File: src/rtl/fifo_rd_skid_buf.sv
// Two-entry, order-preserving output buffer for the FIFO read adapter.
// The head entry is always the oldest word and feeds the stream data directly.
module fifo_rd_skid_buf #(
   parameter int data_width = 32
) (
   input  logic                  clk,
   input  logic                  rst_n,
   input  logic                  i_push,
   input  logic [data_width-1:0] i_pushData,
   input  logic                  i_pop,
   output logic [1:0]            o_occ,
   output logic [data_width-1:0] o_headData
);

   logic [data_width-1:0] r_head;
   logic [data_width-1:0] r_tail;
   logic [1:0]            r_occ;
   logic                  w_popOk;
   logic                  w_pushOk;

   // A pop of an empty buffer or a push into a full one without a pop is ignored.
   assign w_popOk  = i_pop & (r_occ != 2'd0);
   assign w_pushOk = i_push & ((r_occ != 2'd2) | w_popOk);

   always_ff @(posedge clk or negedge rst_n) begin
      if (!rst_n) begin
         r_head <= '0;
         r_tail <= '0;
         r_occ  <= 2'd0;
      end else begin
         case ({w_pushOk, w_popOk})
            2'b10: begin
               if (r_occ == 2'd0) begin
                  r_head <= i_pushData;
               end else begin
                  r_tail <= i_pushData;
               end
               r_occ <= r_occ + 2'd1;
            end
            2'b01: begin
               r_head <= r_tail;
               r_occ  <= r_occ - 2'd1;
            end
            2'b11: begin
               // Simultaneous push and pop: occupancy holds and the head advances.
               if (r_occ == 2'd2) begin
                  r_head <= r_tail;
                  r_tail <= i_pushData;
               end else begin
                  r_head <= i_pushData;
               end
            end
            default: begin
            end
         endcase
      end
   end

   assign o_occ      = r_occ;
   assign o_headData = r_head;

endmodule

File: src/rtl/fifo_rd_to_axis.sv
// Drains a synchronous FIFO read port (FWFT or one-cycle latency) into an
// AXI-Stream master, framing packets of pkt_len beats with m_axis_last.
module fifo_rd_to_axis #(
   parameter int fifo_read_latency = 1,
   parameter int data_width        = 32,
   parameter int pkt_len           = 16,
   parameter int simulation_delay  = 1
) (
   input  logic                    clk,
   input  logic                    rst_n,
   output logic                    fifo_ren,
   input  logic [data_width-1:0]   fifo_dout,
   input  logic                    fifo_empty_n,
   output logic [data_width-1:0]   m_axis_data,
   output logic                    m_axis_valid,
   input  logic                    m_axis_ready,
   output logic                    m_axis_last,
   output logic [$clog2(pkt_len):0] beat_cnt
);

   function automatic int clogb2(input int value);
      int v;
      int bits;
      v    = value;
      bits = 0;
      while (v > 0) begin
         v    = v >> 1;
         bits = bits + 1;
      end
      return bits;
   endfunction

   localparam int                  CntWidth = clogb2(pkt_len - 1) + 1;
   localparam logic [CntWidth-1:0] LastBeat = CntWidth'(pkt_len - 1);

   logic [1:0]            w_occ;
   logic [data_width-1:0] w_head;
   logic                  w_valid;
   logic                  w_pop;
   logic                  w_push;
   logic                  w_inflight;
   logic [2:0]            w_credit;
   logic [CntWidth-1:0]   r_beatCnt;

   if (fifo_read_latency < 0 || fifo_read_latency > 1 || pkt_len < 1 || pkt_len > 256
       || simulation_delay < 0) begin : g_badParams
      $error("fifo_rd_to_axis: illegal parameter value");
   end

   assign w_valid = (w_occ != 2'd0);
   assign w_pop   = w_valid & m_axis_ready;

   // Occupancy after this cycle's pop, counting the pending read, must leave room.
   assign w_credit = {1'b0, w_occ} + {2'b00, w_inflight} - {2'b00, w_pop};
   assign fifo_ren = rst_n & fifo_empty_n & (w_credit < 3'd2);

   if (fifo_read_latency == 0) begin : g_fwft
      assign w_inflight = 1'b0;
      assign w_push     = fifo_ren;
   end else begin : g_std
      logic r_inflight;

      always_ff @(posedge clk or negedge rst_n) begin
         if (!rst_n) begin
            r_inflight <= 1'b0;
         end else begin
            r_inflight <= fifo_ren;
         end
      end

      assign w_inflight = r_inflight;
      assign w_push     = r_inflight;
   end

   fifo_rd_skid_buf #(
      .data_width (data_width)
   ) u_skidBuf (
      .clk        (clk),
      .rst_n      (rst_n),
      .i_push     (w_push),
      .i_pushData (fifo_dout),
      .i_pop      (w_pop),
      .o_occ      (w_occ),
      .o_headData (w_head)
   );

   // Beat index only moves on accepted beats, so a dry FIFO holds the framing.
   always_ff @(posedge clk or negedge rst_n) begin
      if (!rst_n) begin
         r_beatCnt <= '0;
      end else if (w_pop) begin
         if (r_beatCnt == LastBeat) begin
            r_beatCnt <= '0;
         end else begin
            r_beatCnt <= r_beatCnt + 1'b1;
         end
      end
   end

   assign m_axis_valid = w_valid;
   assign m_axis_data  = w_head;
   assign m_axis_last  = w_valid & (r_beatCnt == LastBeat);
   assign beat_cnt     = r_beatCnt;

endmodule

File: config.mk
export PLATFORM = sky130hd
export DESIGN_NAME = fifo_rd_to_axis
export DESIGN_NICKNAME = d
export VERILOG_FILES = /design/src/rtl/fifo_rd_skid_buf.sv /design/src/rtl/fifo_rd_to_axis.sv
export SDC_FILE = /design/constraint.sdc
export NUM_CORES = 1
export LEC_CHECK = 0
export CAP_MARGIN = 0
export CORE_MARGIN = 2
export CORE_UTILIZATION = 65
export DETAILED_ROUTE_END_ITERATION = 16
export DONT_BUFFER_PORTS = 1
export PLACE_DENSITY = 0.79
export SKIP_CTS_REPAIR_TIMING = 1
export SLEW_MARGIN = 5
export SYNTH_ARGS = -nofsm -noshare
export SYNTH_HDL_FRONTEND = slang
export SYNTH_SLANG_ARGS = --single-unit
File: constraint.sdc
create_clock -name clk -period 3.4 [get_ports clk]
set_input_delay 0.68 -clock clk [delete_from_list [all_inputs] [get_ports clk]]
set_output_delay 0.68 -clock clk [all_outputs]
set_load 0.05 [all_outputs]
Word-level counts from Yosys, hierarchy flattened
Cells that the tools add are included.
- logic and storage cells: 42
- output and inout bits: 40
- register bits after elaboration: 72
- input bits: 36
- equality and inequality tests: 9
- bitwise logic cells: 7
- order comparisons: 1
- add/sub/neg operators: 5
- muxes and demuxes: 8
- reduce and logical (&&, ||, !) cells: 7
- operator list (operator ; number):
    two-way mux 32 bit ; 4
    one-hot mux 32 bit (3 select lines) ; 1
    one-hot mux 32 bit (2 select lines) ; 1
    bitwise AND 1 bit ; 6
    == test 2 bit (second input constant) ; 3
    nonzero test 2 bit ; 3
    adder 5 x 1 -> 5 bit (second input constant) ; 1
    == test 5 x 4 -> 1 bit (second input constant) ; 1
    two-way mux 5 bit ; 1
    inequality test 2 x 1 -> 1 bit (second input constant) ; 2
    inequality test 2 bit (second input constant) ; 2
    one-hot mux 2 bit (2 select lines) ; 1
    adder 2 x 1 -> 3 bit ; 1
    less-than comparator 3 x 2 -> 1 bit (second input constant) ; 1
    AND reduction 3 bit ; 1
    nonzero test 3 bit ; 1
    subtractor 3 x 1 -> 3 bit ; 1
    adder 2 x 1 -> 2 bit (second input constant) ; 1
    == test 2 x 1 -> 1 bit (second input constant) ; 1
    zero test 2 bit ; 1
    AND reduction 2 bit ; 1
    subtractor 2 x 1 -> 2 bit (second input constant) ; 1
    OR 1 bit ; 1

Logic depth before layout (Yosys ltp)
Gate-level depths: netlist of the first run.
- depth after elaboration: 8
- depth in mapped cells: 7
- depth with buffers taken out: 6

Modules after synthesis
From an unflattened synthesis of the first run, not the netlist that was laid out.
- cells, all modules: 241
- area total of the unflattened synthesis: 3229.3 um2
- by module, submodules not included (module ; area each (um2) ; cells each ; instances ; seq. area each (um2)):
    fifo_rd_skid_buf ; 2885.3 ; 208 ; 1 ; 1651.6
    fifo_rd_to_axis ; 344.1 ; 33 ; 1 ; 150.1

Least setup slack after synthesis of the first run
No wires, ideal clock.
- path type: input to output
- from: input m_axis_ready
- to: output fifo_ren
- path buffers: 0
- data arrival time: 2.452 ns
- stages: 6
- slack: 0.268 ns
- required time: 2.720 ns
- cells stage by stage: o21a_1 > ha_1 > nand2b_1 > fa_1 > nand3_1 > nor2_1
- cells in the longest elaborated chain, start to end: 4
- RTL lines (what ; RTL line ; RTL):
    start, declared ; fifo_rd_to_axis.sv:16 ; input logic m_axis_ready,
    bitwise AND 1 bit ; fifo_rd_to_axis.sv:51 ; assign w_pop = w_valid & m_axis_ready;
    subtractor 3 x 1 -> 3 bit ; fifo_rd_to_axis.sv:54 ; assign w_credit = {1'b0, w_occ} + {2'b00, w_inflight} - {2'b00, w_pop};
    less-than comparator 3 x 2 -> 1 bit ; fifo_rd_to_axis.sv:55 ; assign fifo_ren = rst_n & fifo_empty_n & (w_credit < 3'd2);
    bitwise AND 1 bit ; fifo_rd_to_axis.sv:55 ;
    end, declared ; fifo_rd_to_axis.sv:11 ; output logic fifo_ren,
No other way between the ends.

Worst setup path after layout of the first run
- from: register u_skidBuf.r_occ[1], in the netlist u_skidBuf.o_occ[1]
- to: output fifo_ren
- cells in the longest elaborated chain, start to end: 5
- elaborated cells on any way between the ends: 6
- classes of those cells: add/sub (2); order compare (1); bitwise (2); reduce/logical (1)
- RTL lines (what ; RTL line ; RTL):
    start, declared ; fifo_rd_skid_buf.sv:17 ; logic [1:0] r_occ;
    start signal, assigned ; fifo_rd_skid_buf.sv:38 ; r_occ <= r_occ + 2'd1;
    start signal, assigned ; fifo_rd_skid_buf.sv:42 ; r_occ <= r_occ - 2'd1;
    nonzero test 2 bit ; fifo_rd_to_axis.sv:50 ; assign w_valid = (w_occ != 2'd0);
    bitwise AND 1 bit ; fifo_rd_to_axis.sv:51 ;
    named net u_skidBuf.i_pop ; fifo_rd_skid_buf.sv:10 ; input logic i_pop,
    subtractor 3 x 1 -> 3 bit ; fifo_rd_to_axis.sv:54 ;
    less-than comparator 3 x 2 -> 1 bit ; fifo_rd_to_axis.sv:55 ;
    bitwise AND 1 bit ; fifo_rd_to_axis.sv:55 ;
The timed path passes the listed nets, and every way through them passes these cells.

==> impl_metrics.env, run 1 <==
export IMPL_numPortBuffers=0
export IMPL_final_setup_viol_count=0
export IMPL_r2r_end="g_std.r_inflight"
export IMPL_stdcell_count=367
export IMPL_synth_top_cell_area_share=0.503
export IMPL_grt_ovfl_total=0
export IMPL_cts_max_level=3
export IMPL_wl_per_cell_um=21.6
export IMPL_grt_total_usage=0.278
export IMPL_cts_sinks=72
export IMPL_worstPathCellList="o21a_1 > ha_1 > nand2b_1 > fa_1 > nand3_1 > nor2_1 > buf_4"
export IMPL_final_hold_viol_count=0
export IMPL_drive_above_1_share=0.193
export IMPL_ios=76
export IMPL_synth_avg_cell_area_sq_um=11.8
export IMPL_synthFlopType="dfrtp_1"
export IMPL_required_ps=2720
export IMPL_grt_use_met3=0.0736
export IMPL_syn2layout_area_growth_pct=4.29
export IMPL_drv_slew=0
export IMPL_internal_power_uw=2120
export IMPL_power_switching_uw=1860
export IMPL_fp_row_count=27
export IMPL_pwr_share_clk=0.141
export IMPL_cts_buffer_depth=2
export IMPL_dpl_hpwl_um=4750
export IMPL_reg2reg_slack_ps=1210
export IMPL_fin_setup_tns_ps=0
export IMPL_cp_arrival_ps=2440
export IMPL_reg2reg_from="u_skidBuf.o_occ[1]"
export IMPL_synth_top_family_by_area="compound AO/OA/AOI/OAI gates"
export IMPL_synth_most_common_cell="dfrtp_1"
export IMPL_routed_via_density=6.92
export IMPL_post_route_drc_count=0
export IMPL_use_met2=0.428
export IMPL_vdd_drop_max_mv=0.506
export IMPL_synth_async_reset_ratio=1.00
export IMPL_powerDensity_mw_per_mm2=1070
export IMPL_whs_ps=31.0
export IMPL_diodes=0
export IMPL_critPathMaxStageDelay_ps=500
export IMPL_fin_crit_ps=3120
export IMPL_outcome="completed"
export IMPL_combPwrFrac=0.302
export IMPL_synth_xor_area_frac=0.00489
export IMPL_synth_compound_area_frac=0.231
export IMPL_cp_start_kind="flip-flop"
export IMPL_fin_skew_ps=7.27
export IMPL_grt_max_degree=74
export IMPL_post_route_period_util=0.919
export IMPL_grt_pass1_vias=2582
export IMPL_syn_area_sq_mm=0.00358
export IMPL_critPathMaxFanout=9
export IMPL_synth_seq_area_share=0.503
export IMPL_clock_root_buffer="clkbuf_8"
export IMPL_ys_top_cells_by_count="dfrtp_1 (72), a22oi_1 (64), nand2_1 (36), o221ai_1 (32), mux2_4 (30)"
export IMPL_use_met1=0.384
export IMPL_die_w_um=78.3
export IMPL_num_nets_final=331
export IMPL_r2r_cells=7
export IMPL_gp_congestion=0.752
export IMPL_critPathSlowestCell="dfrtp_1"
export IMPL_maxSlewHeadroom=0.480
export IMPL_ant_nets=0
export IMPL_initial_core_util=0.663
export IMPL_sw_frac_of_total=0.467
export IMPL_leakage_uw=0.00152
export IMPL_setup_worst_path_end_class="output pin"
export IMPL_dieArea_sq_mm=0.00612
export IMPL_synthSimpleGateAreaFrac=0.0667
export IMPL_wl_um=7940
export IMPL_core_sq_mm=0.00541
export IMPL_via_count=2541
export IMPL_yosys_warnings=0
export IMPL_synth_edff_count=0
export IMPL_first_pass_iters=5
export IMPL_synth_area_mux_share=0.135
export IMPL_die_y_um=78.3
export IMPL_yosys_cell_types_count=32
export IMPL_rsz0062_at_grt="no"
export IMPL_maxCapViolCount=0
export IMPL_grt_pass1_wl_um=13200
export IMPL_hold_class="in -> async"
export IMPL_synth_nets=342
export IMPL_path_clk_slew_ps=70
export IMPL_tightest_slew_ps=780
export IMPL_placedCellCount=353
export IMPL_ys_seq_elements=72
export IMPL_cts_tree="built"
export IMPL_fillerInstances=400
export IMPL_antenna_found_initial=0
export IMPL_path_class="reg -> out"
export IMPL_synth_fa_ha_area_frac=0.0126
export IMPL_syn_inst=303
export IMPL_yosys_area_top_type="dfrtp_1"
export IMPL_clock_latency_ps=340
export IMPL_numCtsBuffers=9
export IMPL_grt_busiest_layer="met2"
export IMPL_fmax_mhz=320
export IMPL_synth_area_leaders="dfrtp_1 (50%), a22oi_1 (13%), mux2_4 (13%), o221ai_1 (7.8%), nand2_1 (3.8%)"
export IMPL_drtIter0Drc=262
export IMPL_pwr_share_seq=0.557
how the worst max path moves through the flow:
stage / from / slack, ps / to
2_1_floorplan: m_axis_ready / 270 / fifo_ren
5_1_grt: u_skidBuf.o_occ[1] / 140 / fifo_ren
4_1_cts: u_skidBuf.o_occ[1] / 260 / fifo_ren
3_5_place_dp: m_axis_ready / 560 / fifo_ren
6_report: u_skidBuf.o_occ[1] / 280 / fifo_ren
3_3_place_gp: m_axis_ready / 620 / fifo_ren
worst max-delay path: cells and delay by family, from the launching register on:
family	cells	cell delay, ps
compound gates	1	290
simple gates	3	340
buf+inv	1	210
flops	1	500
fa+ha+maj	2	770
kinds of logic (layout without fill, tap and decap cells):
| family | Yosys count | count (layout) |
|---|---|---|
| AO/OA/AOI/OAI | 105 | 105 |
| XOR/XNOR | 2 | 2 |
| adder cells (fa/ha/maj) | 3 | 3 |
| buffers and inverters | 34 | 26 |
| flip-flops | 72 | 72 |
| multiplexers | 33 | 33 |
| AND/OR/NAND/NOR | 54 | 54 |
sequential cells by signal, indices dropped and copies added (netlist names):
register,count
beat_cnt,5
g_std.r_inflight,1
u_skidBuf.o_headData,32
u_skidBuf.o_occ,2
u_skidBuf.r_tail,32
power by group through the flow:
stage          sequential [uW]  clock, uW  combinational, uW
3_5_place_dp              2230          0               1200
4_1_cts                   2210        575               1210
2_1_floorplan             2110          0               1030
5_1_grt                   2280        607               1320
6_report                  2220        563               1200
3_3_place_gp              2210          0               1160
per-stage QoR:
step	worst slack [ps]	util	power [uW]	instance area [sq um]
after global placement	622	0.663	3370	3580
final	277	0.692	3980	3740
after detailed placement	560	0.663	3430	3580
after global routing	142	0.692	4210	3740
after CTS	265	0.692	4000	3740
after floorplan	268	-	3140	3580
cell type report:
cell class	count	area, sq um	area share
Multi-Input combinational cell	197	1620	0.432
Clock inverter	1	5.00	0.00134
Tap cell	72	90.1	0.0241
Inverter	4	15.0	0.00402
Timing Repair Buffer	8	60.1	0.0161
Clock buffer	13	149	0.0398
Sequential cell	72	1800	0.482
metal layers:
layer  wire, um  vias up
met5          0        -
met1       3250     1280
li1           -     1144
met4        149        0
met2       3840      103
met3        699       14
cell usage in the layout (no fill, tap or decap), types with 4 or more instances in the layout:
| master | count |
|---|---|
| buf_4 | 8 |
| clkbuf_8 | 10 |
| mux2_4 | 30 |
| nand2_1 | 36 |
| dfrtp_1 | 71 |
| inv_1 | 4 |
| o221ai_1 | 32 |
| a22oi_1 | 64 |
No activity file was read; power rests on OpenSTA's default activity.
==> run 2, diff against run 1 <==
--- a/config.mk
+++ b/config.mk
@@ -6,7 +6,6 @@
 export NUM_CORES = 1
 export LEC_CHECK = 0
 export CAP_MARGIN = 0
-export CORE_MARGIN = 2
 export CORE_UTILIZATION = 65
 export DETAILED_ROUTE_END_ITERATION = 16
 export DONT_BUFFER_PORTS = 1
==> run 2 against run 1 <==
Worst setup slack gained 34 ps; hold slack gained 1.6 ps; final cell count shrank 0.82%; critical path type unchanged.
==> impl_metrics.env, run 2 (synthesis gave the netlist of run 1 again) <==
export IMPL_outcome="completed"
export IMPL_tightest_slew_ps=818
export IMPL_path_class="reg -> out"
export IMPL_r2r_cells=7
export IMPL_layout_common_cells="dfrtp_1 (71), a22oi_1 (64), nand2_1 (36)"
export IMPL_via_count=2556
export IMPL_dieArea_sq_mm=0.00582
export IMPL_cts_buffer_depth=2
export IMPL_clock_root_buffer="clkbuf_8"
export IMPL_cts_max_level=3
export IMPL_placed_area_sq_mm=0.00358
export IMPL_clock_latency_ps=330
export IMPL_routed_via_density=7.02
export IMPL_hold_class="in -> async"
export IMPL_num_nets_final=331
export IMPL_grt_total_usage=0.293
export IMPL_fillerInstances=381
export IMPL_diodes=0
export IMPL_reg2reg_from="u_skidBuf.o_occ[1]"
export IMPL_rsz0062_at_grt="no"
export IMPL_cts_sinks=72
export IMPL_cts_tree="built"
export IMPL_leakage_uw=0.00153
export IMPL_fin_crit_ps=3090
export IMPL_grt_pass1_wl_um=13300
export IMPL_fp_row_count=26
export IMPL_reg2reg_slack_ps=1240
export IMPL_syn2layout_area_growth_pct=4.82
export IMPL_initial_core_util=0.689
export IMPL_fin_ws_ps=311
export IMPL_gp_congestion=0.769
export IMPL_finalInstanceArea_sq_mm=0.00376
export IMPL_wl_um=7940
export IMPL_ant_nets=0
export IMPL_pre_cts_ws_ps=599
export IMPL_die_w_um=76.3
export IMPL_numCtsBuffers=9
export IMPL_fin_skew_ps=4.27
export IMPL_fmax_mhz=324
export IMPL_ff_latch_area_sq_mm=0.00180
export IMPL_numPortBuffers=0
export IMPL_drv_slew=0
export IMPL_fin_setup_tns_ps=0
export IMPL_required_ps=2720
export IMPL_powerDensity_mw_per_mm2=1080
export IMPL_vdd_drop_max_mv=0.564
export IMPL_cp_arrival_ps=2410
export IMPL_path_clk_slew_ps=70
export IMPL_post_route_drc_count=0
export IMPL_final_setup_viol_count=0
export IMPL_antenna_found_initial=0
export IMPL_grt_max_degree=74
export IMPL_cp_start_kind="flip-flop"
export IMPL_final_common_cell="dfrtp_1"
export IMPL_r2r_end="g_std.r_inflight"
export IMPL_post_route_period_util=0.909
export IMPL_die_y_um=76.3
export IMPL_maxSlewHeadroom=0.454
export IMPL_drtIter0Drc=221
export IMPL_drive_above_1_share=0.194
export IMPL_dpl_hpwl_um=4570
export IMPL_final_hold_viol_count=0
export IMPL_ios=76
export IMPL_setup_worst_path_end_class="output pin"
export IMPL_maxCapViolCount=0
export IMPL_wl_per_cell_um=21.8
export IMPL_first_pass_iters=5
export IMPL_core_sq_mm=0.00520
export IMPL_critPathMaxFanout=9
export IMPL_grt_pass1_vias=2641
export IMPL_grt_ovfl_total=0
export IMPL_multi_input_area_sq_mm=0.00162
[run 2: through the flow]
step	util	instances	hold WS [ps]	power, uW
after floorplan	-	303	384	3140
after global placement	0.688	351	386	3350
after detailed placement	0.688	351	386	3430
after CTS	0.722	364	21.3	4070
after global routing	0.722	364	17.2	4280
final	0.722	364	32.7	4060
[run 2: where the power goes]
part | switching [uW] | internal, uW | total (uW)
combinational | 598 | 609 | 1210
sequential | 984 | 1230 | 2220
clock | 289 | 348 | 637
[run 2: cell type report]
class	count	area share
inverters	4	0.00400
flip-flops and latches	72	0.480
multi-input cells	197	0.430
repair buffers	8	0.0160
clock buffers	12	0.0386
well taps	70	0.0233
clock inverters	1	0.00799
[run 2: routing by layer]
| layer | track usage | wire length (um) | vias to the layer above | share of wire |
|---|---|---|---|---|
| met5 | 0 | 0 | - | 0 |
| met4 | 0.131 | 158 | 0 | 0.020 |
| met3 | 0.0707 | 627 | 14 | 0.079 |
| met2 | 0.453 | 3800 | 127 | 0.48 |
| met1 | 0.394 | 3360 | 1276 | 0.42 |
| li1 | - | - | 1139 | - |
[run 2: how the worst max path moves through the flow]
stage	from	to	slack (ps)	cells past startpoint
3_5_place_dp	m_axis_ready	fifo_ren	600	7
5_1_grt	u_skidBuf.o_occ[1]	fifo_ren	160	7
2_1_floorplan	m_axis_ready	fifo_ren	270	6
3_3_place_gp	m_axis_ready	fifo_ren	630	7
4_1_cts	u_skidBuf.o_occ[1]	fifo_ren	290	7
6_report	u_skidBuf.o_occ[1]	fifo_ren	310	7
[run 2: critical path, cell delays in order, from the launching register on]
cell	delay, ps
dfrtp_1	500
o21a_1	290
ha_1	280
nand2b_1	150
fa_1	490
nand3_1	80
nor2_1	90
buf_4	210
